[src/rtl/register10bit_pkg.sv]
// Shared definitions for the 10-bit pipeline register: word width, parity bit position,
// the word type, and an even-parity helper function.
package register10bit_pkg;

    localparam int REG_WIDTH  = 10;
    localparam int PARITY_BIT = REG_WIDTH - 1;

    typedef logic [REG_WIDTH-1:0] word_t;

    // Returns 1 when the word holds an even number of ones, i.e. its parity is valid.
    function automatic logic even_parity_ok(input word_t w);
        return ~^w;
    endfunction

endpackage

[src/rtl/register10bit_parity_even_check.sv]
// Combinational even-parity check: ok=1 when the XOR of all word bits is 0.
// Only instantiated when PARITY_CHECK_EN is defined.
module parity_even_check
    import register10bit_pkg::*;
#(
    parameter int WIDTH = REG_WIDTH
) (
    input  logic [WIDTH-1:0] word,
    output logic             ok
);

    logic [WIDTH-1:0] xor_chain;

    assign xor_chain[0] = word[0];

    generate
        for (genvar gi = 1; gi < WIDTH; gi++) begin : g_xor
            assign xor_chain[gi] = xor_chain[gi-1] ^ word[gi];
        end
    endgenerate

    assign ok = ~xor_chain[WIDTH-1];

endmodule

[src/rtl/register10bit.sv]
// Single-stage 10-bit pipeline register (9 data bits + even-parity MSB) with an optional
// registered parity_ok flag, built only when the PARITY_CHECK_EN macro is defined.
module register10bit
    import register10bit_pkg::*;
#(
    parameter int WIDTH = REG_WIDTH
) (
    input  logic             clk,
    input  logic             rst_n,
    input  logic [WIDTH-1:0] reg_ins,
    output logic [WIDTH-1:0] reg_outs,
    output logic             parity_ok
);

    logic [WIDTH-1:0] reg_outs_reg;

    always_ff @(posedge clk) begin
        if (!rst_n) begin
            reg_outs_reg <= '0;
        end else begin
            reg_outs_reg <= reg_ins;
        end
    end

    assign reg_outs = reg_outs_reg;

`ifdef PARITY_CHECK_EN
    logic parity_ok_next;
    logic parity_ok_reg;

    parity_even_check #(
        .WIDTH (WIDTH)
    ) u_parity_even_check (
        .word (reg_ins),
        .ok   (parity_ok_next)
    );

    // Reset value 1: the all-zero word loaded into reg_outs has valid even parity.
    always_ff @(posedge clk) begin
        if (!rst_n) begin
            parity_ok_reg <= 1'b1;
        end else begin
            parity_ok_reg <= parity_ok_next;
        end
    end

    assign parity_ok = parity_ok_reg;
`else
    assign parity_ok = 1'b1;
`endif

endmodule

[config.mk]
export PLATFORM = sky130hd
export DESIGN_NAME = register10bit
export DESIGN_NICKNAME = d
export VERILOG_FILES = /design/src/rtl/register10bit_pkg.sv /design/src/rtl/register10bit_parity_even_check.sv /design/src/rtl/register10bit.sv
export SDC_FILE = /design/constraint.sdc
export NUM_CORES = 1
export LEC_CHECK = 0
export ABC_AREA = 0
export CAP_MARGIN = 20
export CORE_AREA = 10 10 47 49
export CTS_BUF_LIST = sky130_fd_sc_hd__clkbuf_8
export DETAILED_ROUTE_END_ITERATION = 8
export DIE_AREA = 0 0 57 59
export GPL_ROUTABILITY_DRIVEN = 0
export SLEW_MARGIN = 25
export SYNTH_ARGS = -nofsm -noshare
export SYNTH_HDL_FRONTEND = slang
export SYNTH_SLANG_ARGS = --single-unit
[constraint.sdc]
create_clock -name clk -period 0.8 [get_ports clk]
set_input_delay 0.12 -clock clk [delete_from_list [all_inputs] [get_ports clk]]
set_output_delay 0.12 -clock clk [all_outputs]
set_load 0.02 [all_outputs]
# Word-level counts from Yosys, hierarchy flattened
# Cells that the tools add are included.
# totals
reg_bits	10
in_bits	12
output_inout_bits	11
word_cells	1

# Longest topological paths before layout
# logic_depth
depth_word	0
depth_mapped	1
depth_no_buf	1

# Worst setup path before layout
# No wires, ideal clock.
# synth_timing
path_type	register to output
startpoint	register reg_outs_reg[0] (netlist: reg_outs[0])
endpoint	output port reg_outs[0]
t_arrival_ns	0.395
required_ns	0.680
slack_ns	0.285
stages_incl_launch_ff	1
n_path_buf	0
cell_sequence	dfxtp_1
# synth_lines
item	line	rtl
start, declared	register10bit.sv:15	logic [WIDTH-1:0] reg_outs_reg;
start signal, assigned	register10bit.sv:21	reg_outs_reg <= reg_ins;
end, declared	register10bit.sv:11	output logic [WIDTH-1:0] reg_outs,
# No word-level cell between the ends.

# Worst setup path after layout
# layout_timing
startpoint	register reg_outs_reg[8] (netlist: reg_outs[8])
endpoint	output port reg_outs[8]
# No word-level cell between the ends.

==> flow_summary.toml <==
[outcome]
status = "finished, final reports clean"

[floorplan]
die-area_sq_um = 3360
io-pin-count = 23
rows = 14
die_y_microns = 59
die_w_microns = 57
start_util_pct = 19.6
core_region_area_sq_um = 1400

[clocking]
cts_sinks = 10
cts.path.max_buffers = 2
clockRootBuffer = "clkbuf_8"
tritoncts = "yes"
htreeDepth = 1
cts_setup_buffers = 0
cts_hold_buf = 0
cts_buffers = 3
clkSlewWorstSetupHoldPaths_ns = 0.04

[sta]
finalHoldViolations = 0
rsz0062_at_grt = "no"
period_minus_slack_ns = 0.779
drv_slew = 0
fin_crit_sh_pct = 97.3
fmax_mhz = 1280
report.final.setup_viol = 0
hold_slack_ns = 0.301

[worst_setup_path]
max_stage_delay_ns = 0.29
crit_path_end_kind = "output pin"
cp-start-kind = "register"
worst_path_dominant_cell_family = "flip-flops"
cp_max_fo = 1
slowest_stage = "dfxtp_1"
worstSetupPathType = "reg2out"
path_cells = "buf_4"
required_ns = 0.68
worstPathArrival_ns = 0.66
crit_buf_inv = 1

[grt]
grt_pass1_vias = 255
grt_usage_pct = 4.22
antenna_found_initial = 0
grt_overflow = 0
grt_pass1_wl_microns = 1060
grt_max_degree = 11

[cells_and_area]
diodes = 0
area_delta_synth_final_pct = 104
nNetsFinal = 59
largest_reg_flops = 10
multi_input_area_sq_um = 66.3
utilization_pct = 39.9
regArea_sq_um = 210
fill_cells = 147
drive_gt1_share_pct = 46.7

[route]
drc = 0
post_drt_via_cell_ratio = 3.62
wl_microns = 657
first_pass_iters = 1
vias = 221
wl_per_cell_microns = 10.8
ant_nets = 0
drt_iter0_drc = 0

[yosys]
yosysWarnings = 0
yosysSeqAreaShare_pct = 73.1
yosysTopAreaCell = "dfxtp_1"
synth_nets = 34
ys_ff_latch = 10
synth_area_sq_um = 274
synth_top_area_share_pct = 73.1
syn_avg_cell_area_sq_um = 12.5
synth_cells = 22
synthTopCellsByArea = "dfxtp_1 (73%), and2_1 (23%), buf_4 (2.7%)"
ys_types = 4

[pwr]
leakagePower_nw = 0.249
irDropWorstVdd_uv = 784
p_per_area_nw_per_um2 = 2140

[placement]
io_buffer_count = 21

[run]
drv_cap = 0

[min_path]
worstHoldPathType = "in2reg"
[where the power goes]
group	total, mW	switching [mW]	leakage, nW	internal, mW
sequential	0.542	0.0105	0.0855	0.532
combinational	0.166	0.0618	0.142	0.104
clock	0.490	0.163	0.0216	0.327
[stage by stage]
stage / TNS, ns / power [mW] / area (sq um) / worst slack, ns / cells
6_report: 0 / 1.20 / 559 / 0.0214 / 61
5_1_grt: 0 / 1.26 / 559 / 0.00116 / 61
4_1_cts: 0 / 1.20 / 513 / 0.00248 / 61
3_5_place_dp: -4.19 / 0.709 / 497 / -0.233 / 58
3_3_place_gp: -4.03 / 0.706 / 497 / -0.219 / 58
2_1_floorplan: 0 / 0.601 / 274 / 0.285 / 22
[what timing repair did]
item	in CTS	in global routing
gates resized for setup	50	18
endpoints found under the setup margin	10	19
cloned	0	0
[path summary, 6_finish.rpt]
path	from	to	slack, ns	depth (start not counted)
worst max-delay path	reg_outs[8]	reg_outs[8]	0.02	1
worst min-delay path	rst_n	reg_outs[9]	0.30	2
[synthesized netlist by cell type]
cell / instances
dfxtp_1: 10
and2_1: 10
conb_1: 1
buf_4: 1
[cell families (layout without fill, tap and decap cells)]
| logic type | Yosys count | after routing | synth area share, % |
|---|---|---|---|
| DFF | 10 | 10 | 73.1 |
| and+or+nand+nor | 10 | 10 | 22.8 |
| other | 1 | 1 | 1.37 |
| buffers and inverters | 1 | 24 | 2.74 |
[per-layer routing]
layer  track usage, %  wire length (microns)  part of all wire, %  vias to the layer above
met5                0                      0                    0                        -
met4             3.02                      0                    0                        0
met3             3.22                     62                  9.4                        0
met2             5.89                    308                   47                       14
met1             4.23                    286                   44                       96
li1                 -                      -                    -                      111
[cells in the final DEF, fill, tap and decap left out]
cell	synthesis	routed
clkdlybuf4s50_1	0	10
dfxtp_1	10	2
buf_4	1	1
conb_1	1	1
clkbuf_8	0	3
buf_6	0	9
dlymetal6s2s_1	0	1
and2_1	10	10
dfxtp_2	0	8
[cell type report]
cell class,instances,share of cell area [%]
repair buffers,21,39.6
flip-flops and latches,10,37.6
multi-input cells,11,11.9
clock buffers,3,7.38
well taps,16,3.58
(Power assumes the default switching activity.)
